--- config.mk ---
export PLATFORM = sky130hd
export DESIGN_NAME = fpga_ram_initiator
export DESIGN_NICKNAME = d
export VERILOG_FILES = /design/src/rtl/fpga_ram_initiator.sv
export SDC_FILE = /design/constraint.sdc
export NUM_CORES = 1
export LEC_CHECK = 0
export BUFFER_PORTS_ARGS = -buffer_cell sky130_fd_sc_hd__buf_2
export CAP_MARGIN = 25
export CORE_ASPECT_RATIO = 1.4
export CORE_UTILIZATION = 52
export CTS_BUF_LIST = sky130_fd_sc_hd__clkbuf_4 sky130_fd_sc_hd__clkbuf_8
export DETAILED_ROUTE_END_ITERATION = 16
export GPL_ROUTABILITY_DRIVEN = 0
export PLACE_DENSITY_LB_ADDON = 0.25
export SLEW_MARGIN = 0
export SYNTH_ARGS = -nofsm -noshare
export SYNTH_HDL_FRONTEND = slang
export SYNTH_SLANG_ARGS = --single-unit
--- constraint.sdc ---
create_clock -name clk_i -period 2.6 [get_ports clk_i]
set_input_delay 0.39 -clock clk_i [delete_from_list [all_inputs] [get_ports clk_i]]
set_output_delay 0.39 -clock clk_i [all_outputs]
set_load 0.1 [all_outputs]
--- src/rtl/fpga_ram_initiator.sv ---
`default_nettype none
// ============================================================================
// Module   : fpga_ram_initiator
// Brief    : Valid/ready master to single-port active-low FPGA block-RAM
//            bridge. Issues requests in order, captures read data one cycle
//            later and returns one in-order response per request through a
//            credit-limited response FIFO.
// Options  : FPGA_RAM_INITIATOR_ADDR_CHECK_EN - requests at or above
//            MEM_WORDS skip the RAM and return an error response.
// Revision : 1.0 - initial release
// ============================================================================
module fpga_ram_initiator #(
    parameter int ADDR_WIDTH = 12,
    parameter int RSP_DEPTH  = 4,
    parameter int MEM_WORDS  = 3072
) (
    input  logic                  clk_i,
    input  logic                  rst_i,
    input  logic                  req_valid_i,
    output logic                  req_ready_o,
    input  logic                  req_we_i,
    input  logic [3:0]            req_be_i,
    input  logic [ADDR_WIDTH-1:0] req_addr_i,
    input  logic [31:0]           req_wdata_i,
    output logic                  rsp_valid_o,
    input  logic                  rsp_ready_i,
    output logic                  rsp_we_o,
    output logic [31:0]           rsp_rdata_o,
    output logic                  rsp_err_o,
    output logic                  mem_csn_o,
    output logic                  mem_wen_o,
    output logic [3:0]            mem_be_o,
    output logic [ADDR_WIDTH-1:0] mem_addr_o,
    output logic [31:0]           mem_wdata_o,
    input  logic [31:0]           mem_rdata_i
);

    localparam int OCC_W = $clog2(RSP_DEPTH + 1);
    localparam int PTR_W = $clog2(RSP_DEPTH);
    localparam logic [OCC_W:0]   c_rsp_depth = (OCC_W+1)'(RSP_DEPTH);
    localparam logic [PTR_W-1:0] c_last_ptr  = PTR_W'(RSP_DEPTH - 1);

    // Response FIFO storage (no reset needed: occupancy qualifies every read)
    logic        r_fifo_we   [RSP_DEPTH];
    logic        r_fifo_err  [RSP_DEPTH];
    logic [31:0] r_fifo_data [RSP_DEPTH];

    logic [OCC_W-1:0]      r_occ;
    logic [PTR_W-1:0]      r_wptr;
    logic [PTR_W-1:0]      r_rptr;
    logic                  r_inflight;
    logic                  r_infl_we;
    logic                  r_infl_err;
    logic [ADDR_WIDTH-1:0] r_addr_hold;
    logic [31:0]           r_wdata_hold;

    logic        w_accept;
    logic        w_oob;
    logic        w_push;
    logic        w_pop;
    logic [31:0] w_push_data;
    logic [OCC_W:0] w_credits_used;

`ifdef FPGA_RAM_INITIATOR_ADDR_CHECK_EN
    assign w_oob = (32'(req_addr_i) >= 32'(MEM_WORDS));
`else
    assign w_oob = 1'b0;
`endif

    // Credits come from registered state only; a same-cycle pop is not counted
    assign w_credits_used = {1'b0, r_occ} + {{OCC_W{1'b0}}, r_inflight};
    assign req_ready_o    = !rst_i && (w_credits_used < c_rsp_depth);
    assign w_accept       = req_valid_i && req_ready_o;

    assign mem_csn_o   = !(w_accept && !w_oob);
    assign mem_wen_o   = !(w_accept && !w_oob && req_we_i);
    assign mem_be_o    = (w_accept && !w_oob) ? req_be_i : 4'b0000;
    assign mem_addr_o  = w_accept ? req_addr_i  : r_addr_hold;
    assign mem_wdata_o = w_accept ? req_wdata_i : r_wdata_hold;

    // Writes and errored accesses return zero data rather than bus garbage
    assign w_push      = r_inflight;
    assign w_push_data = (r_infl_we || r_infl_err) ? 32'h0 : mem_rdata_i;
    assign w_pop       = rsp_valid_o && rsp_ready_i;

    assign rsp_valid_o = (r_occ != '0);
    assign rsp_we_o    = rsp_valid_o && r_fifo_we[r_rptr];
    assign rsp_err_o   = rsp_valid_o && r_fifo_err[r_rptr];
    assign rsp_rdata_o = rsp_valid_o ? r_fifo_data[r_rptr] : 32'h0;

    // Track the access awaiting capture and hold the last driven address/data
    always_ff @(posedge clk_i or posedge rst_i) begin
        if (rst_i) begin
            r_inflight   <= 1'b0;
            r_infl_we    <= 1'b0;
            r_infl_err   <= 1'b0;
            r_addr_hold  <= '0;
            r_wdata_hold <= '0;
        end else begin
            r_inflight <= w_accept;
            if (w_accept) begin
                r_infl_we    <= req_we_i;
                r_infl_err   <= w_oob;
                r_addr_hold  <= req_addr_i;
                r_wdata_hold <= req_wdata_i;
            end
        end
    end

    // FIFO pointers and occupancy; push and pop together leave occupancy alone
    always_ff @(posedge clk_i or posedge rst_i) begin
        if (rst_i) begin
            r_occ  <= '0;
            r_wptr <= '0;
            r_rptr <= '0;
        end else begin
            if (w_push) begin
                r_wptr <= (r_wptr == c_last_ptr) ? '0 : r_wptr + PTR_W'(1);
            end
            if (w_pop) begin
                r_rptr <= (r_rptr == c_last_ptr) ? '0 : r_rptr + PTR_W'(1);
            end
            case ({w_push, w_pop})
                2'b10:   r_occ <= r_occ + OCC_W'(1);
                2'b01:   r_occ <= r_occ - OCC_W'(1);
                default: r_occ <= r_occ;
            endcase
        end
    end

    // Capture the completed access into the FIFO slot at the write pointer
    always_ff @(posedge clk_i) begin
        if (w_push) begin
            r_fifo_we[r_wptr]   <= r_infl_we;
            r_fifo_err[r_wptr]  <= r_infl_err;
            r_fifo_data[r_wptr] <= w_push_data;
        end
    end

`ifndef SYNTHESIS
    // The credit rule must make a push into a full FIFO impossible
    a_no_overflow: assert property (@(posedge clk_i) disable iff (rst_i)
        !(w_push && !w_pop && ({1'b0, r_occ} == c_rsp_depth)));
    a_params: assert property (@(posedge clk_i)
        (RSP_DEPTH >= 2) && (RSP_DEPTH <= 16) && (MEM_WORDS > 0));
`endif

endmodule
`default_nettype wire

==> results by group <==
Clocking
  • Clock Tree Buf Depth: 2
  • Num CTS Buffers: 17
  • CTS tree: built
  • Clock slew at reported path FFs: 0.09 ns
  • Clock sinks: 185
  • H-tree levels: 4
  • Clock Latency Late Sink: 0.45 ns
  • Clock Root Buffer: clkbuf_8

Floorplan
  • Die area: 0.0147 sq mm
  • # rows: 51
  • Die Width: 103 um
  • # IOs: 171
  • Total core area: 0.0139 sq mm
  • Die H: between 100 and 150 um
  • Initial core utilization: 53.0%

Setup path
  • Worst Setup Start Kind: register
  • Worst-path fanout max: 30
  • Setup slack, reg-to-reg: 0.59 ns
  • FF-to-FF Start: r_occ[1]
  • Cells on worst reg2reg path: 8
  • WP data required: 2.21 ns
  • R2r endpoint: r_occ[2]
  • CP endpoint kind: output pin
  • Setup Crit Path Kind: reg2out
  • WP data arrival: 2.11 ns

Placed design
  • IO Port Bufs: 169
  • Pre-CTS setup slack: 0.351 ns
  • HPWL Detailed: 9900 um
  • Dpl cell area: 0.00969 sq mm

Cells and area
  • Layout cell share with drive strength beyond 1: a little over half
  • Final net count: ~670
  • Filler Cells Inserted: 903
  • Final core occ: 72.8%
  • Antenna cells: 0
  • Final instance area: 0.0101 sq mm
  • Area grow syn2layout: 37.3%

STA
  • Count of final setup violators: 0
  • Unrepaired setup endpoints after global routing: no
  • Setup slack after layout: about 0.1 ns
  • Fin crit period: 2.50 ns
  • Slew @ Worst Pin: 0.545 ns
  • Fmax achieved: 400 MHz
  • Slew margin rel.: 63.6%
  • Crit share post-route: 96.1%
  • Slew Viols, Final: 0
  • Clock Skews: approximately 0.018 ns
  • Fin. Hold Viols: 0

Routing
  • # DRC: 0
  • Detail Route Antenna Nets: 0
  • Initial DRC count: 164
  • Final WL: 14400 um
  • Routed len/inst: 18.7 um
  • Vias: 4019
  • Routed wl met3: ~900 um
  • Met2 routed WL: between 8000 and 9000 um
  • Highest metal layer with signal wires: met5
  • Vias per cell: ~5.2
  • M1 wire length: 5280 um
  • 1st-pass router iterations: 4

Global routing
  • Grt ovf: 0
  • Vias in the first global route: 4418
  • Antenna violations before repair: 2
  • Largest net degree at the start of global routing: 38
  • First-pass GRT wire length: ~22000 um
  • Tot GR Track Use: 21.2%

Synth
  • Synth Flop Type: edfxtp_1
  • Synth cell types: 24
  • Mapped Nets: 481
  • Avg Cell Area, Syn: 19.0 sq um
  • Mapped Cells: 389
  • Asr flop ratio synth: 28.6%
  • Synthesized area: about 0.0074 sq mm
  • Post-synth EDFFs: 132
  • Ys Warns: 0
  • #FFs+latches synth: 185
  • Register area share after synthesis: 71.7%

Flow run
  • Max Cap Viol: 0

Outcome
  • Status: completed

Min path
  • Endpoint, Worst Hold: r_infl_we
  • Hold crit path type: in2reg
  • Hold depth: 2
  • Hold wc startpoint: req_we_i
-- area by class of cell --
| class | count | area (sq um) | share of cell area (%) |
|---|---|---|---|
| Clock buffer | 17 | 234 | 2.31 |
| Clock inverter | 15 | 159 | 1.57 |
| Inverter | 8 | 30.0 | 0.296 |
| Multi-Input combinational cell | 176 | 1990 | 19.7 |
| Sequential cell | 185 | 5300 | 52.3 |
| Tap cell | 185 | 231 | 2.28 |
| Timing Repair Buffer | 185 | 2190 | 21.6 |
-- through the flow --
| stage | hold WS [ns] | cells | setup TNS [ns] |
|---|---|---|---|
| floorplan | 0.509 | 389 | -13.84 |
| global placement | 0.421 | 735 | 0 |
| detailed placement | 0.432 | 735 | 0 |
| CTS | 0.176 | 769 | 0 |
| global route | 0.175 | 771 | 0 |
| finish | 0.210 | 771 | 0 |
-- worst max-delay path, stage by stage (launching register included) --
cell,delay [ns]
dfrtp_2,0.44
a311oi_4,0.42
nand2_4,0.09
buf_8,0.19
mux2_4,0.35
buf_12,0.17
-- cell families (layout without fill, tap and decap cells) --
| kind of cell | count (synthesis) | count (layout) | synth area share (%) |
|---|---|---|---|
| adder cells (fa/ha/maj) | 7 | 7 | 1.29 |
| AO/OA/AOI/OAI | 3 | 3 | 0.492 |
| multiplexers | 81 | 81 | 17.4 |
| buffers and inverters | 28 | 225 | 1.95 |
| other | 1 | 1 | 0.0508 |
| flip-flops | 185 | 185 | 71.7 |
| XOR/XNOR | 3 | 3 | 0.356 |
| AND/OR/NAND/NOR | 81 | 81 | 6.80 |
-- cell usage after synthesis, types with 4 or more instances --
cell type | instances | area, sq um
mux2_2 | 47 | 529
and2_1 | 38 | 238
nor2b_1 | 32 | 200
buf_6 | 4 | 45.0
dfrtp_1 | 53 | 1330
buf_2 | 4 | 20.0
inv_1 | 8 | 30.0
mux4_2 | 33 | 743
and3_1 | 4 | 25.0
ha_1 | 6 | 75.1
edfxtp_1 | 132 | 3960
clkbuf_1 | 11 | 41.3
-- layout by cell type, fill, tap and decap left out, types with 3 or more instances in the layout --
master	count
mux4_2	33
and3_2	4
mux2_4	9
and2_2	4
edfxtp_1	132
mux2_2	38
inv_8	4
dfrtp_1	49
nor2b_1	32
inv_6	3
clkbuf_8	17
buf_4	12
buf_2	90
buf_12	81
ha_1	6
and2_1	34
inv_1	7
dfrtp_2	3
-- sequential cells by signal, summed over array words and instances, names as in the netlist --
name,count
r_rptr,2
r_occ,3
r_infl_we,1
r_wptr,2
r_wdata_hold,32
r_fifo_data,128
r_addr_hold,12
r_fifo_we,4
r_inflight,1
-- worst max-delay path by stage --
stage / from / end / slack, ns / depth (start not counted)
after floorplan: r_occ[1] / mem_addr_o[10] / -0.28 / 4
after global placement: r_rptr[0] / rsp_rdata_o[6] / 0.36 / 4
after detailed placement: r_rptr[0] / rsp_rdata_o[2] / 0.35 / 4
after CTS: r_inflight / mem_wdata_o[6] / 0.01 / 5
after global routing: r_inflight / mem_wdata_o[28] / 0.001 / 5
final: r_inflight / mem_wdata_o[24] / 0.10 / 5
-- metal layers --
metal	vias up	global-route usage, %
li1	1823	-
met1	2039	23.3
met2	143	37.9
met3	12	7.05
met4	2	6.92
met5	-	0
-- what timing repair did --
item | in CTS | in global routing
gates resized for setup | 3 | 3
hold buffers | 1 | 0
pin swaps | 0 | 1
hold endpoints to repair | 16 | 0
endpoints found under the setup margin | 53 | 46
buffers inserted | 1 | 2
Power is left out: the tool's default activity adds up to more than one toggle a clock period on the data nets, which glitch-free logic cannot reach.
